File: src/rtl/mfp_ahb_lite_to_byte_stream_bridge_if.sv
// AHB-Lite slave bus plus the byte-stream valid/ready output of the program-loader bridge.
// The slave modport is the bridge; the master modport is whatever drives the bus and sinks bytes.
interface mfp_ahb_lite_to_byte_stream_bridge_if;
    logic        HSEL;
    logic [31:0] HADDR;
    logic [1:0]  HTRANS;
    logic [2:0]  HSIZE;
    logic        HWRITE;
    logic [2:0]  HBURST;
    logic [3:0]  HPROT;
    logic        HMASTLOCK;
    logic [31:0] HWDATA;
    logic [31:0] HRDATA;
    logic        HREADY;
    logic        HRESP;
    logic [31:0] byte_address;
    logic [7:0]  byte_data;
    logic        byte_valid;
    logic        byte_ready;

    modport slave (
        input  HSEL, HADDR, HTRANS, HSIZE, HWRITE, HBURST, HPROT, HMASTLOCK, HWDATA,
        output HRDATA, HREADY, HRESP,
        output byte_address, byte_data, byte_valid,
        input  byte_ready
    );

    modport master (
        output HSEL, HADDR, HTRANS, HSIZE, HWRITE, HBURST, HPROT, HMASTLOCK, HWDATA,
        input  HRDATA, HREADY, HRESP,
        input  byte_address, byte_data, byte_valid,
        output byte_ready
    );
endinterface

File: src/rtl/mfp_ahb_lite_to_byte_stream_bridge.sv
// AHB-Lite write sink: buffers byte/halfword/word writes in a FIFO and replays each one as
// ascending single-byte writes on a valid/ready stream. Reads return a status word.
module mfp_ahb_lite_to_byte_stream_bridge #(
    parameter int unsigned FIFO_DEPTH = 4,
    parameter logic [31:0] ADDR_MASK  = 32'h1FFF_FFFF
) (
    input  logic clock,
    input  logic reset_n,
    mfp_ahb_lite_to_byte_stream_bridge_if.slave bus,
    output logic debug_state
);

    localparam int PTR_W = (FIFO_DEPTH > 1) ? $clog2(FIFO_DEPTH) : 1;
    localparam int CNT_W = PTR_W + 1;

    // Byte stream: byte_valid=1 offers byte_address/byte_data; the byte is taken on a clock
    // edge where byte_valid && byte_ready. While byte_valid && !byte_ready everything is held.
    typedef enum logic {S_IDLE = 1'b0, S_SEND = 1'b1} ser_state_t;

    ser_state_t        state, state_next;
    logic [1:0]        idx, idx_next;
    logic [31:0]       w_addr;
    logic [1:0]        w_size;
    logic [31:0]       w_data;

    logic [31:0]       fifo_addr [FIFO_DEPTH];
    logic [1:0]        fifo_size [FIFO_DEPTH];
    logic [31:0]       fifo_data [FIFO_DEPTH];
    logic [PTR_W-1:0]  wr_ptr, rd_ptr;
    logic [CNT_W-1:0]  fifo_count;
    logic [CNT_W-1:0]  occupancy;
    logic              full, empty;

    logic              dp_valid, dp_write;
    logic [31:0]       dp_addr;
    logic [1:0]        dp_size;

    logic              hready;
    logic              addr_accept;
    logic [1:0]        size_eff;
    logic [31:0]       addr_aligned;
    logic              push, pop;
    logic              last_byte;
    logic [1:0]        lane;
    logic              unused_ahb_sideband;

    assign unused_ahb_sideband = ^{bus.HBURST, bus.HPROT, bus.HMASTLOCK};

    // Occupancy counts the entry being serialized, so a slot only frees once its last byte is taken.
    assign occupancy = fifo_count + CNT_W'(state == S_SEND);
    assign full      = (occupancy == CNT_W'(FIFO_DEPTH));
    assign empty     = (occupancy == '0);

    assign hready      = !(dp_valid && dp_write && full);
    assign addr_accept = bus.HSEL && bus.HTRANS[1] && hready;
    assign push        = dp_valid && dp_write && hready;

    always_comb begin
        size_eff     = (bus.HSIZE[2] || (bus.HSIZE[1:0] == 2'd3)) ? 2'd2 : bus.HSIZE[1:0];
        addr_aligned = bus.HADDR & ADDR_MASK;
        case (size_eff)
            2'd1:    addr_aligned[0]   = 1'b0;
            2'd2:    addr_aligned[1:0] = 2'b00;
            default: ;
        endcase
    end

    always_ff @(posedge clock or negedge reset_n) begin
        if (!reset_n) begin
            dp_valid <= 1'b0;
            dp_write <= 1'b0;
            dp_addr  <= '0;
            dp_size  <= '0;
        end else if (hready) begin
            dp_valid <= addr_accept;
            dp_write <= bus.HWRITE;
            dp_addr  <= addr_aligned;
            dp_size  <= size_eff;
        end
    end

    always_ff @(posedge clock) begin
        if (push) begin
            fifo_addr[wr_ptr] <= dp_addr;
            fifo_size[wr_ptr] <= dp_size;
            fifo_data[wr_ptr] <= bus.HWDATA;
        end
    end

    always_ff @(posedge clock or negedge reset_n) begin
        if (!reset_n) begin
            wr_ptr     <= '0;
            rd_ptr     <= '0;
            fifo_count <= '0;
        end else begin
            if (push) wr_ptr <= wr_ptr + PTR_W'(1);
            if (pop)  rd_ptr <= rd_ptr + PTR_W'(1);
            case ({push, pop})
                2'b10:   fifo_count <= fifo_count + CNT_W'(1);
                2'b01:   fifo_count <= fifo_count - CNT_W'(1);
                default: ;
            endcase
        end
    end

    always_comb begin
        case (w_size)
            2'd0:    last_byte = (idx == 2'd0);
            2'd1:    last_byte = (idx == 2'd1);
            default: last_byte = (idx == 2'd3);
        endcase
    end

    always_comb begin
        state_next = state;
        idx_next   = idx;
        pop        = 1'b0;
        case (state)
            S_IDLE: begin
                if (fifo_count != '0) begin
                    pop        = 1'b1;
                    idx_next   = 2'd0;
                    state_next = S_SEND;
                end
            end
            S_SEND: begin
                if (bus.byte_ready) begin
                    if (!last_byte) begin
                        idx_next = idx + 2'd1;
                    end else if (fifo_count != '0) begin
                        // Back-to-back: load the next entry without an idle bubble.
                        pop      = 1'b1;
                        idx_next = 2'd0;
                    end else begin
                        idx_next   = 2'd0;
                        state_next = S_IDLE;
                    end
                end
            end
            default: state_next = S_IDLE;
        endcase
    end

    always_ff @(posedge clock or negedge reset_n) begin
        if (!reset_n) begin
            state  <= S_IDLE;
            idx    <= 2'd0;
            w_addr <= '0;
            w_size <= '0;
            w_data <= '0;
        end else begin
            state <= state_next;
            idx   <= idx_next;
            if (pop) begin
                w_addr <= fifo_addr[rd_ptr];
                w_size <= fifo_size[rd_ptr];
                w_data <= fifo_data[rd_ptr];
            end
        end
    end

    assign lane             = w_addr[1:0] + idx;
    assign bus.byte_valid   = (state == S_SEND);
    assign bus.byte_address = (state == S_SEND) ? (w_addr + {30'b0, idx}) : 32'h0;
    assign bus.byte_data    = (state == S_SEND) ? w_data[{lane, 3'b000} +: 8] : 8'h00;

    assign bus.HREADY = hready;
    assign bus.HRESP  = 1'b0;
    assign bus.HRDATA = (dp_valid && !dp_write)
                      ? {16'b0, 8'(occupancy), 6'b0, full, empty}
                      : 32'h0;

    assign debug_state = state;

endmodule

File: src/flat_wrapper.sv
// flat-port wrapper written by rule: the top's interface ports become plain ports
module mfp_ahb_lite_to_byte_stream_bridge_flat 
#(
    parameter int unsigned FIFO_DEPTH = 4,
    parameter logic [31:0] ADDR_MASK  = 32'h1FFF_FFFF
)
  (clock, reset_n, debug_state, bus_HSEL, bus_HADDR, bus_HTRANS, bus_HSIZE, bus_HWRITE, bus_HBURST, bus_HPROT, bus_HMASTLOCK, bus_HWDATA, bus_HRDATA, bus_HREADY, bus_HRESP, bus_byte_address, bus_byte_data, bus_byte_valid, bus_byte_ready);
  mfp_ahb_lite_to_byte_stream_bridge_if bus_i ();
  input  logic clock;
  input  logic reset_n;
  output logic debug_state;
  input wire logic [$bits(bus_i.HSEL)-1:0] bus_HSEL;
  input wire logic [$bits(bus_i.HADDR)-1:0] bus_HADDR;
  input wire logic [$bits(bus_i.HTRANS)-1:0] bus_HTRANS;
  input wire logic [$bits(bus_i.HSIZE)-1:0] bus_HSIZE;
  input wire logic [$bits(bus_i.HWRITE)-1:0] bus_HWRITE;
  input wire logic [$bits(bus_i.HBURST)-1:0] bus_HBURST;
  input wire logic [$bits(bus_i.HPROT)-1:0] bus_HPROT;
  input wire logic [$bits(bus_i.HMASTLOCK)-1:0] bus_HMASTLOCK;
  input wire logic [$bits(bus_i.HWDATA)-1:0] bus_HWDATA;
  output wire logic [$bits(bus_i.HRDATA)-1:0] bus_HRDATA;
  output wire logic [$bits(bus_i.HREADY)-1:0] bus_HREADY;
  output wire logic [$bits(bus_i.HRESP)-1:0] bus_HRESP;
  output wire logic [$bits(bus_i.byte_address)-1:0] bus_byte_address;
  output wire logic [$bits(bus_i.byte_data)-1:0] bus_byte_data;
  output wire logic [$bits(bus_i.byte_valid)-1:0] bus_byte_valid;
  input wire logic [$bits(bus_i.byte_ready)-1:0] bus_byte_ready;
  assign bus_i.HSEL = bus_HSEL;
  assign bus_i.HADDR = bus_HADDR;
  assign bus_i.HTRANS = bus_HTRANS;
  assign bus_i.HSIZE = bus_HSIZE;
  assign bus_i.HWRITE = bus_HWRITE;
  assign bus_i.HBURST = bus_HBURST;
  assign bus_i.HPROT = bus_HPROT;
  assign bus_i.HMASTLOCK = bus_HMASTLOCK;
  assign bus_i.HWDATA = bus_HWDATA;
  assign bus_HRDATA = bus_i.HRDATA;
  assign bus_HREADY = bus_i.HREADY;
  assign bus_HRESP = bus_i.HRESP;
  assign bus_byte_address = bus_i.byte_address;
  assign bus_byte_data = bus_i.byte_data;
  assign bus_byte_valid = bus_i.byte_valid;
  assign bus_i.byte_ready = bus_byte_ready;
  mfp_ahb_lite_to_byte_stream_bridge #(.FIFO_DEPTH(FIFO_DEPTH), .ADDR_MASK(ADDR_MASK)) u_core (.clock(clock), .reset_n(reset_n), .bus(bus_i), .debug_state(debug_state));
endmodule
File: config.mk
export PLATFORM = sky130hd
export DESIGN_NAME = mfp_ahb_lite_to_byte_stream_bridge_flat
export DESIGN_NICKNAME = d
export VERILOG_FILES = /design/src/rtl/mfp_ahb_lite_to_byte_stream_bridge_if.sv /design/src/rtl/mfp_ahb_lite_to_byte_stream_bridge.sv /design/src/flat_wrapper.sv
export SDC_FILE = /design/constraint.sdc
export NUM_CORES = 1
export LEC_CHECK = 0
export CORE_MARGIN = 2
export CORE_UTILIZATION = 63
export CTS_BUF_LIST = sky130_fd_sc_hd__clkbuf_4
export DETAILED_ROUTE_END_ITERATION = 8
export GPL_ROUTABILITY_DRIVEN = 0
export PLACE_DENSITY = 0.93
export SYNTH_ARGS = -nofsm -noshare
export SYNTH_HDL_FRONTEND = slang
export SYNTH_SLANG_ARGS = --single-unit
File: constraint.sdc
create_clock -name clock -period 6.65 [get_ports clock]
set_input_delay 1.33 -clock clock [delete_from_list [all_inputs] [get_ports clock]]
set_output_delay 1.33 -clock clock [all_outputs]
set_load 0.005 [all_outputs]
==> results of run 1 <==
==> final cells by class <==
cell class | instances | share of cell area
timing repair buffer | 125 | 0.0709
antenna | 3 | 0.000435
clock buffer | 136 | 0.0591
inverter | 20 | 0.00435
multi-input combinational | 383 | 0.245
sequential | 358 | 0.592
clock inverter | 24 | 0.00529
tap | 319 | 0.0231
==> kinds of logic after synthesis <==
logic type / after synthesis / share of synthesized area
AOI/OAI and AO/OA: 50 / 0.0220
xor gates and xnor gates: 12 / 0.00708
adders and majority gates: 13 / 0.0120
buffers and inverters: 88 / 0.0349
DFF: 358 / 0.689
muxes: 167 / 0.192
other: 1 / 0.000253
and+or+nand+nor: 111 / 0.0426
==> sequential cells by signal, summed over array words and instances, names as in the netlist <==
| name | count |
|---|---|
| u_core.bus.byte_valid | 1 |
| u_core.dp_addr | 29 |
| u_core.dp_size | 2 |
| u_core.dp_valid | 1 |
| u_core.dp_write | 1 |
| u_core.fifo_addr | 116 |
| u_core.fifo_count | 3 |
| u_core.fifo_data | 128 |
| u_core.fifo_size | 8 |
| u_core.idx | 2 |
| u_core.rd_ptr | 2 |
| u_core.w_addr | 29 |
| u_core.w_data | 32 |
| u_core.w_size | 2 |
| u_core.wr_ptr | 2 |
==> cell usage after synthesis (10+ instances only) <==
master / number
sky130_fd_sc_hd__and2_1: 13
sky130_fd_sc_hd__or4_1: 13
sky130_fd_sc_hd__mux4_2: 71
sky130_fd_sc_hd__mux2_4: 48
sky130_fd_sc_hd__nand2_1: 25
sky130_fd_sc_hd__o21ai_0: 10
sky130_fd_sc_hd__buf_4: 31
sky130_fd_sc_hd__dfrtp_1: 106
sky130_fd_sc_hd__ha_1: 11
sky130_fd_sc_hd__inv_1: 20
sky130_fd_sc_hd__nor2_1: 15
sky130_fd_sc_hd__mux2_2: 44
sky130_fd_sc_hd__buf_2: 15
sky130_fd_sc_hd__clkbuf_1: 15
sky130_fd_sc_hd__edfxtp_1: 252
sky130_fd_sc_hd__a21oi_1: 19
sky130_fd_sc_hd__o31ai_1: 13
==> stage by stage <==
stage               area (µm²)  hold slack [ns]  total power (W)  cells  utilization
floorplan                14900            0.471          0.00487    829            -
global placement         16100            0.482          0.00566   1205        0.694
detailed placement       16100            0.494          0.00579   1205        0.694
CTS                      17300            0.503          0.00755   1365        0.742
global route             17300            0.527          0.00787   1368        0.742
finish                   17300            0.496          0.00749   1368        0.742
==> routing by layer <==
layer | share of wire | track usage | vias to the layer above
met5 | 0.00046 | 0 | -
met4 | 0.029 | 0.114 | 2
met3 | 0.069 | 0.0504 | 74
met2 | 0.50 | 0.380 | 382
met1 | 0.40 | 0.311 | 4008
li1 | - | - | 3484
==> power by group <==
part,leakage (nW),total [W],switching [W],internal [W]
Combinational,2.10,0.00255,0.00102,0.00153
Sequential,3.52,0.00318,0.000393,0.00279
Clock,0.674,0.00175,0.000822,0.000931
Total,6.30,0.00749,0.00223,0.00526
==> worst max-delay path by stage <==
stage / start / endpoint / slack (ns) / cells after the start
floorplan: u_core.idx[0] / bus_byte_address[24] / 3.18 / 8
global placement: u_core.idx[0] / bus_byte_address[24] / 2.38 / 8
detailed placement: u_core.idx[0] / bus_byte_address[22] / 2.31 / 8
CTS: u_core.idx[0] / bus_byte_address[20] / 1.43 / 8
global route: u_core.idx[0] / bus_byte_address[20] / 1.28 / 8
finish: u_core.idx[0] / bus_byte_address[20] / 1.48 / 8
==> worst reg2reg max path, stage by stage (launching register included) <==
cell                      delay [ns]
sky130_fd_sc_hd__dfrtp_1        0.37
sky130_fd_sc_hd__buf_4          0.26
sky130_fd_sc_hd__ha_1           0.26
sky130_fd_sc_hd__ha_1           0.32
sky130_fd_sc_hd__nor2_1         0.07
sky130_fd_sc_hd__nand2_1        0.08
sky130_fd_sc_hd__and3_1         0.31
sky130_fd_sc_hd__and2_2         0.76
sky130_fd_sc_hd__buf_4          0.59
==> results, run 1 <==
- The flow ran to the end, and the final reports show no timing, DRC or antenna violations.
- The share of the synthesized area in the top cell type is 0.510.
- The routed design has 28100 µm of wire.
- In this run the count of I/O pins placed on the die edge is between 150 and 200.
- The startpoint identified for the worst register-to-register timing path is u_core.bus.byte_valid.
- The starting utilization of the core area is 0.638.
- The kind of start point of the critical path is a flop.
- The main flop type after synthesis is sky130_fd_sc_hd__edfxtp_1.
- The power per unit of standard cell area is 434 nW/µm².
- The TritonCTS clock tree is built.
- Post-CTS repair changed the size of 0 cells.
- The critical path goes through ha_1 -> inv_1 -> fa_1 -> and2b_1 -> nand3_1 -> or4_1 -> a21oi_1 -> clkdlybuf4s50_1.
- The count of flip-flops with a built-in enable after synthesis is about 250.
- The number of synthesized register bits is about 360.
- IR analysis of the VDD net gives a maximum drop of 0.000302 V.
- In this run the number of H-tree levels came out at 3.
- The worst hold path begins at u_core.dp_addr[3].
- For this design the static power due to leakage is roughly 6.3 nW.
- Of the cells placed in the final design, the portion with a size suffix greater than 1 is 0.311.
- For the pin with the worst max-slew slack, the measured transition is roughly 0.96 ns.
- The initial antenna violation count came to 4.
- The number of global-route vias before repair is between 8k and 9k.
- The depth of the worst register-to-register path is 8.
- For this run, the detailed router's first-pass iteration total came to 5.
- At the worst endpoint, the required time is 5.32 ns.
- Buffers placed on the I/O ports in this run total roughly 120.
- Once detail routing completed, the nets flagged for antenna violations numbered 0.
- The number of instances in the synthesized netlist is 800.
- The worst min-delay path category is reg2reg.
- For this run, the register share of the synthesized area comes to 0.689.
- Summing all multi-input logic gate instances after layout gives 4230 µm².
- The wire length of the first global-routing pass is about 44000 µm.
- In this run the cell area of the synthesized design comes to around 15000 µm².
- The detailed-route vias per instance is ~5.8.
- The area of the core region is about 23000 µm².
- The maximum clock insertion buffer count is 3.
- Across the whole layout, storage elements account for 10200 µm².
- The number of cells on the worst hold path is 0.
- The smallest setup slack after layout is ~1.5 ns.
- The cell with the largest stage delay on the worst path is sky130_fd_sc_hd__or4_1.
- The most common library cell in the layout ignoring fill and taps is sky130_fd_sc_hd__edfxtp_1.
- The area enclosed by the die boundary is between 20000 and 25000 µm².
- In this run the tightest slew margin relative to its limit is 0.357.
- The post-synthesis average cell area is ~19 µm².
- The delay of the slowest cell on the worst path is ~0.61 ns.
- The critical path in this run is classified as reg2out.
- For this run the aggregate overflow at the end of global routing stands at 0.
- The count of endpoints failing hold in the final timing report was 0.
- The worst hold path terminates at u_core.fifo_addr[1][3].
- Subtracting the final worst setup slack from the clock period gives 5.17 ns.
- Counting the fill cells in the layout gives ~1.3k.
- By area the synthesized netlist is led by sky130_fd_sc_hd__edfxtp_1, sky130_fd_sc_hd__dfrtp_1, sky130_fd_sc_hd__mux4_2.
- The final max-slew violation count was 0.
- The worst slack at placement is 2.31 ns.
- The data arrival time at the worst-slack endpoint is 3.84 ns.
- The max-capacitance violation count is 0.
- Dividing the detail-routed wire length by the instance count gives just over 20 µm.
- Row generation in the floorplan step produced 56 rows.
- The clock transition time at the flip-flop clock pins of the worst setup and hold paths is roughly 0.070 ns.
- The worst setup path is captured at an output port.
- Setup violations remaining at the end of the flow were counted as 0.
- The largest delay contributor family on the critical path is simple AND/OR/NAND/NOR gates.
- For this block, the initial DRC count from the detailed router was ~770.
- The final period utilization is 0.778.
- Static timing analysis puts the maximum clock frequency at approximately 0.19 GHz.
- The reg-to-reg setup timing slack is roughly 3.2 ns.
- The number of sinks driven by the clock tree is between 300 and 400.
- The half-perimeter wire length of the detailed placement result is between 15000 and 20000 µm.
- The insertion delay of the later-clocked pin in the worst-skew pair is about 0.68 ns.
- Leaving out fill and tap cells, the most frequent cells in the layout are sky130_fd_sc_hd__edfxtp_1, sky130_fd_sc_hd__clkbuf_4, sky130_fd_sc_hd__clkdlybuf4s50_1.
- Buffers inserted to repair hold after CTS numbered 0.
- The setup skew after layout is 0.0417 ns.
- The setup TNS after final layout is 0 ns.
- Setup repair after global routing left no endpoint under its margin.
- sky130_fd_sc_hd__edfxtp_1 takes more of the synthesized area than any other cell.
- The Yosys step of the flow raised 0 warnings.
- Entering global routing, the biggest net connects 67 pins.
- The floorplan step set the die width to ~160 µm.
- In this run, CTS created clock tree buffers numbering 87.
- In this run the critical register-to-register path is captured at u_core.fifo_addr[3][13].
- Of all flip-flops after synthesis, the portion carrying an async set or reset was 0.296.
- In this run the vertical extent of the chip is roughly 160 µm.
- The area growth from synthesis to final layout is 16.4%.
- The maximum fanout along the worst path is 11.
- Together, buffers and inverters on the worst path number 2.
- Post-CTS timing repair inserted 0 buffers for setup.
- The detailed router placed a little under 8k vias in this run.
- In the routed design, unresolved DRC markers number 0.
- The overall routing resource usage is 0.236.
- In this run, distinct cell masters in the synthesized netlist total 44.
- The buffer cell driving the clock tree root is sky130_fd_sc_hd__clkbuf_4.
- The number of nets in the finished design is approximately 1.1k.
Note: power is estimated with default switching activity, not from simulation.
==> run 2, diff against run 1 <==
--- a/config.mk
+++ b/config.mk
@@ -6,11 +6,11 @@
 export NUM_CORES = 1
 export LEC_CHECK = 0
 export CORE_MARGIN = 2
-export CORE_UTILIZATION = 63
+export CORE_UTILIZATION = 59
 export CTS_BUF_LIST = sky130_fd_sc_hd__clkbuf_4
 export DETAILED_ROUTE_END_ITERATION = 8
 export GPL_ROUTABILITY_DRIVEN = 0
-export PLACE_DENSITY = 0.93
+export PLACE_DENSITY = 0.88
 export SYNTH_ARGS = -nofsm -noshare
 export SYNTH_HDL_FRONTEND = slang
 export SYNTH_SLANG_ARGS = --single-unit
==> constraint.sdc (replaced) <==
create_clock -name clock -period 5 [get_ports clock]
set_input_delay 1 -clock clock [delete_from_list [all_inputs] [get_ports clock]]
set_output_delay 1 -clock clock [all_outputs]
set_load 0.005 [all_outputs]
==> run 2 against run 1 <==
Sequential power increased by 35%. Non-clock buffer count grew 2. Sequential share of layout area shrank 0.29 points. Critical path depth is the same. Power increased by 34%. Core utilization down 4.7 points. Cell count is 1.0% higher. Via count fell by 1.3%. Setup slack got worse by 1.2 ns. Cell area increased by 0.50%.
==> results, run 2 (synthesis results as in run 1) <==
- The kind of start point of the critical path is a flop.
- The routed wirelength normalized by instance count is just over 20 µm.
- The largest single stage delay on the critical path is around 0.58 ns.
- The final hold slack is between 0.4 and 0.5 ns.
- The largest individual stage delay along the critical path comes from the cell sky130_fd_sc_hd__or4_1.
- The number of DRC markers in iteration 0 is ~600.
- The number of sinks driven by the clock tree is around 360.
- For this configuration, the core starts out at a cell density of 0.594.
- The number of global-route vias before repair is 8156.
- The top-level port count is ~160.
- The number of H-tree levels is 3.
- The worst register-to-register path ends at u_core.fifo_data[3][9].
- The core region is between 20000 and 25000 µm².
- The power per unit of standard cell area is about 580 nW/µm².
- The filler cell count is 1537.
- In this run the tightest slew margin relative to its limit is 0.295.
- For the pin with the worst max-slew slack, the measured transition is approximately 1.1 ns.
- The most common library cell in the layout ignoring fill and taps is sky130_fd_sc_hd__edfxtp_1.
- Wires add up to 28600 µm.
- The remaining global-route overflow is 0.
- In the layout the commonest cells are sky130_fd_sc_hd__edfxtp_1, sky130_fd_sc_hd__clkbuf_4, sky130_fd_sc_hd__clkdlybuf4s50_1.
- The initial antenna violation count is 3.
- The final route contains 7847 vias.
- The die is roughly 160 µm wide.
- The hold-fix buffer count after cts is 0.
- The total DRC errors in the routed layout is 0.
- Along the worst path, the maximum fanout reaches 11.
- The clock transition time at the flip-flop clock pins of the worst setup and hold paths is around 0.070 ns.
- Setup violations remaining at the end of the flow were counted as 0.
- The maximum number of pins on one net before global-route repair is 73.
- The depth of the worst register-to-register path is 7.
- The worst flop-to-flop path startpoint is u_core.bus.byte_valid.
- Of the cells placed in the final design, the portion with a size suffix greater than 1 is 0.307.
- The largest registers in the layout are u_core.fifo_data (128), u_core.fifo_addr (116), u_core.w_data (32).
- The number of nets in the finished design is 1071.
- The type of destination of the critical path is an output port.
- The number of flip-flops under the largest register name is roughly 130.
- The flow ran to the end, and the final reports show no timing, DRC or antenna violations.
- The register containing the most flip-flops in the final layout is u_core.fifo_data.
- For this run, the top clock speed supported by timing is between 0.2 and 0.25 GHz.
- The signal on the critical path passes through ha_1 -> inv_1 -> fa_1 -> and2b_1 -> nand3_1 -> or4_1 -> a21oi_1 -> clkdlybuf4s50_1.
- The clock passes through at most 3 buffers.
- The final max-slew violation count is 0.
- The detailed-route vias per instance is about 5.7.
- The floorplan die height is around 160 µm.
- Max-cap violations in this run came to 0.
- Counting I/O delays and the setup requirement, the final critical path takes roughly 4.7 ns.
- TritonCTS created 86 clock buffers.
- The pre-antenna-repair detailed-routing pass consisted of 5 iterations.
- The total of cells resized after clock tree synthesis is 0.
- The setup path with the least slack is of type reg2out.
- The count of antenna-violating nets left after detailed routing is 0.
- The data arrival time at the worst-slack endpoint is roughly 3.7 ns.
- The reg-to-reg setup timing slack is roughly 1.7 ns.
- The static leakage is between 6 and 7 nW.
- The later pin in the worst-skew pair is clocked with a latency of between 0.7 and 0.8 ns.
- In this run the post-CTS setup repair buffer count came out at 0.
- The final period utilization is 0.945.
- The first global-routing pass estimated 44800 µm of wire.
- The floorplan step defined a die boundary enclosing about 26000 µm².
- The number of input and output port buffers inserted is 115.
- TritonCTS built the clock tree.
- The floorplan has 58 rows.
- The root buffer cell chosen for the clock tree is sky130_fd_sc_hd__clkbuf_4.
- The count of endpoints failing hold in the final timing report came to 0.
- Detailed placement finished with a half-perimeter wire length of 17300 µm.
- The overall routing resource usage is 0.226.
- The worst min-delay path category is in2async.
- The design draws approximately 0.01 W.
- Between clock sinks in the finished design, the worst skew comes to around 0.045 ns.
- VDD sags by at most approximately 0.00028 V.
- The area growth from synthesis to final layout is 17.0%.
- The data required time of the critical path is ~4.0 ns.
[run 2: cell count changes in the layout (fill, tap and decap cells not counted), moves of 2 or more]
cell | before | now
sky130_fd_sc_hd__clkinv_2 | 1 | 3
sky130_fd_sc_hd__clkbuf_4 | 136 | 125
sky130_fd_sc_hd__inv_2 | 3 | 0
sky130_fd_sc_hd__buf_12 | 0 | 3
sky130_fd_sc_hd__clkinvlp_4 | 0 | 3
sky130_fd_sc_hd__clkinv_1 | 20 | 26
[run 2: how the worst max path moves through the flow]
stage / to / slack, ns / depth (start not counted) / start
CTS: bus_byte_address[22] / 0.27 / 8 / u_core.idx[0]
global placement: bus_byte_address[22] / 1.08 / 8 / u_core.idx[0]
finish: bus_byte_address[22] / 0.28 / 8 / u_core.idx[0]
floorplan: u_core.fifo_addr[0][0] / 1.62 / 7 / u_core.bus.byte_valid
detailed placement: bus_byte_address[22] / 1.06 / 8 / u_core.idx[0]
global route: bus_byte_address[24] / -0.007 / 8 / u_core.idx[0]
[run 2: cell type report]
type	instances	area, µm²	area share
clock buffer	125	938	0.0541
antenna	3	7.51	0.000433
multi-input combinational	383	4230	0.243
tap	330	413	0.0238
inverter	20	75.1	0.00433
sequential	358	10200	0.589
clock inverter	36	194	0.0112
timing repair buffer	127	1280	0.0735
[run 2: routing by layer]
metal / global-route usage / up-vias / part of all wire
met5: 0 / - / 0
met4: 0.0861 / 0 / 0.026
met3: 0.0570 / 56 / 0.069
met2: 0.366 / 356 / 0.50
met1: 0.299 / 3944 / 0.40
li1: - / 3491 / -
[run 2: where the power goes]
part           switching (W)  total, W  internal, W
Clock                0.00115   0.00237      0.00122
Sequential          0.000593   0.00430      0.00371
Combinational        0.00130   0.00335      0.00205
[run 2: through the flow]
step	utilization	cell area [µm²]	std cells	worst slack [ns]	setup TNS (ns)
6_report	0.695	17400	1382	0.277	0
5_1_grt	0.695	17400	1382	-0.00670	-0.00670
4_1_cts	0.695	17300	1379	0.268	0
3_5_place_dp	0.650	16200	1218	1.06	0
3_3_place_gp	0.650	16200	1218	1.08	0
2_1_floorplan	-	14900	829	1.62	0
[run 2: worst max-delay path: cells and delay by family (launching register included)]
| family | cells | cell delay, ns |
|---|---|---|
| simple gates | 3 | 1.16 |
| flops | 1 | 0.41 |
| buf+inv | 2 | 0.60 |
| compound gates | 1 | 0.22 |
| fa+ha+maj | 2 | 0.61 |
==> run 3, diff against run 2 <==
--- a/config.mk
+++ b/config.mk
@@ -10,6 +10,9 @@
 export CTS_BUF_LIST = sky130_fd_sc_hd__clkbuf_4
 export DETAILED_ROUTE_END_ITERATION = 8
 export GPL_ROUTABILITY_DRIVEN = 0
+export GPL_TIMING_DRIVEN = 0
+export HOLD_SLACK_MARGIN = 0.06
+export MAX_ROUTING_LAYER = met4
 export PLACE_DENSITY = 0.88
 export SYNTH_ARGS = -nofsm -noshare
 export SYNTH_HDL_FRONTEND = slang
==> run 3 against run 2 <==
Routed wire length rose by 2.2%. Core utilization rose by 1.6 points. Critical path depth rose by 1. Maximum frequency fell by 0.98%. Largest power group unchanged.
==> results, run 3 (synthesis results as in run 1) <==
- The flow ran to the end, and the final reports show no timing, DRC or antenna violations.
- Entering global routing, the biggest net connects 70 pins.
- In the layout the commonest cells are sky130_fd_sc_hd__edfxtp_1, sky130_fd_sc_hd__clkbuf_4, sky130_fd_sc_hd__clkdlybuf4s50_1.
- The worst max-slew margin expressed relative to the limit is 0.442.
- The final non-filler cell area is approximately 18000 µm².
- In this run the number of H-tree levels came out at 3.
- The kind of cell with the highest combined delay along the critical path is simple AND/OR/NAND/NOR gates.
- IR analysis of the VDD net gives a maximum drop of around 0.00027 V.
- The cell row count is 58.
- Setup violations remaining at the end of the flow were counted as 0.
- Of the available clock period, the critical path in the final layout requires 0.954.
- The insertion delay of the later-clocked pin in the worst-skew pair is roughly 0.7 ns.
- Max-cap violations in this run came to 0.
- For this block, the via count after detailed routing is 8099.
- The number of nets in the finished design is 1131.
- The TritonCTS clock tree is built.
- The total of cells resized after clock tree synthesis is 0.
- Traced cell by cell, the critical path runs through ha_1 -> inv_1 -> fa_1 -> and2b_1 -> nand3_1 -> clkbuf_1 -> or4_1 -> a21oi_1 -> clkdlybuf4s50_1.
- Setup repair after global routing left no endpoint under its margin.
- The largest registers in the layout are u_core.fifo_data (128), u_core.fifo_addr (116), u_core.w_data (32).
- For the finished layout, the period the worst path requires is ~4.8 ns.
- During I/O placement, the number of pins put on the boundary was ~160.
- The number of buffers created by CTS is 85.
- The most common library cell in the layout ignoring fill and taps is sky130_fd_sc_hd__edfxtp_1.
- The data arrival time at the worst-slack endpoint is ~3.8 ns.
- The static leakage is roughly 6.6 nW.
- The number of global-route vias before repair came to ~8.6k.
- The number of flip-flops under the largest register name is about 130.
- The delay of the slowest cell on the worst path is 0.55 ns.
- The overall routing resource usage is 0.235.
- The register containing the most flip-flops in the final layout is u_core.fifo_data.
- Using the TritonRoute via totals, the vias-per-cell ratio works out to between 5 and 6.
- After the first detailed-routing iteration, the DRC count stood at slightly below 600.
- Derived from the worst setup path, the maximum achievable clock frequency is about 0.21 GHz.
- The chip width is between 150 and 200 µm.
- The remaining global-route overflow is 0.
- In this run the remaining antenna-violating nets after routing total 0.
- The first global-routing pass estimated 45200 µm of wire.
- The data required time of the critical path is approximately 4.0 ns.
- The area growth from synthesis to layout is 19.7%.
- The maximum clock insertion buffer count is 3.
- The type of destination of the critical path is an output port.
- The area of the core region is around 25000 µm².
- The maximum fanout along the worst path is 10.
- The total DRC errors in the routed layout is 0.
- The final max-slew violation count is 0.
- Detailed placement finished with a half-perimeter wire length of around 19000 µm.
- The fraction of layout instances using a drive strength above 1 is 0.333.
- The combined buffer and inverter count along the critical path is 3.
- The worst setup path is launched from a flop.
- The initial utilization of the core area, before any placement, comes to 0.594.
- In this run the cell area measured after placement is about 17000 µm².
- The clock transition time at the flip-flop clock pins of the worst setup and hold paths is ~0.070 ns.
- Clock tree synthesis found a total of roughly 360 sinks.
- The floorplan die height is between 150 and 200 µm.
- The die covers between 20000 and 30000 µm².
- The initial antenna violation count came to 2.
- The core occupancy in the finished layout is 0.711.
- On the final layout, the worst clock skew is 0.0303 ns.
- The worst min-delay path category is in2async.
- For this run, the detailed router's first-pass iteration total came to 5.
- The classification of the worst setup path is reg2out.
- The transition time at the pin with the least slew margin is 0.836 ns.
- For this block, the routed nets add up to approximately 30000 µm of wire.
- The number of input and output port buffers inserted is about 120.
- The cell sitting at the root of the clock tree is a sky130_fd_sc_hd__clkbuf_4.
- The number of hold buffers added after CTS was 0.
- The count of endpoints failing hold in the final timing report was 0.
- The slowest stage of the critical path is the sky130_fd_sc_hd__clkdlybuf4s50_1 cell.
- For this design the ratio of total power to cell area is between 500 and 600 nW/µm².
- The routed wirelength normalized by instance count is around 20 µm.
- The number of setup buffers added after CTS is 0.
==> run 3: cell count changes in the layout (fill, tap and decap cells not counted), sizes merged <==
| cell | change |
|---|---|
| buf | +46 |
| clkbuf | +16 |
| clkinv | -3 |
| clkinvlp | -3 |
| diode | -1 |
| inv | +1 |
==> run 3: routing by layer <==
layer  GRT usage  up-vias  wire (µm)  share of wire
met5           -        -          0              0
met4       0.116        0       1050          0.036
met3      0.0402       77       1700          0.058
met2       0.379      318      14800           0.51
met1       0.293     4098      11700           0.40
li1            -     3606          -              -
==> run 3: path summary, 6_finish.rpt <==
check / startpoint / to / slack [ns] / cells after the start
hold / removal: reset_n / u_core.dp_addr[14] / 0.29 / 1
hold reg to reg: u_core.w_data[11] / u_core.w_data[11] / 0.51 / 1
min in group clock: u_core.w_data[11] / u_core.w_data[11] / 0.51 / 1
setup reg to reg: u_core.idx[1] / u_core.fifo_count[2] / 1.88 / 13
max in group asynchronous: reset_n / u_core.dp_addr[22] / 3.96 / 2
setup / recovery: u_core.idx[0] / bus_byte_address[22] / 0.23 / 9
==> run 3: area by class of cell <==
type | count | area [µm²]
Sequential cell | 358 | 10200
Fill cell | 1491 | 7200
Multi-Input combinational cell | 383 | 4220
Timing Repair Buffer | 120 | 1290
Clock buffer | 126 | 946
Buffer | 68 | 443
Tap cell | 330 | 413
Clock inverter | 31 | 153
Inverter | 20 | 75.1
Antenna cell | 2 | 5.00
==> run 3: through the flow <==
step | power, W | setup WS [ns] | TNS, ns | cells | hold WS [ns]
6_report | 0.0101 | 0.230 | 0 | 1438 | 0.293
5_1_grt | 0.0106 | 0.0715 | 0 | 1438 | 0.316
4_1_cts | 0.0102 | 0.214 | 0 | 1436 | 0.270
3_5_place_dp | 0.00787 | 0.970 | 0 | 1279 | 0.494
3_3_place_gp | 0.00770 | -1.27 | -133.53 | 1274 | 0.486
2_1_floorplan | 0.00647 | 1.62 | 0 | 829 | 0.471
==> run 3: where the power goes <==
part           internal (W)  switching, W  leakage, nW
clock               0.00122       0.00109        0.668
sequential          0.00371      0.000403         3.52
combinational       0.00213       0.00157         2.41
total               0.00706       0.00306         6.60
==> run 3: worst reg2reg max path, delay by kind of cell (launching register included) <==
family                     cells  cell delay, ns
xor gates and xnor gates       2            0.32
and+or+nand+nor                2            0.43
buffers and inverters          4            0.65
AOI/OAI and AO/OA              2            0.41
adders and majority gates      3            0.79
DFF                            1            0.44
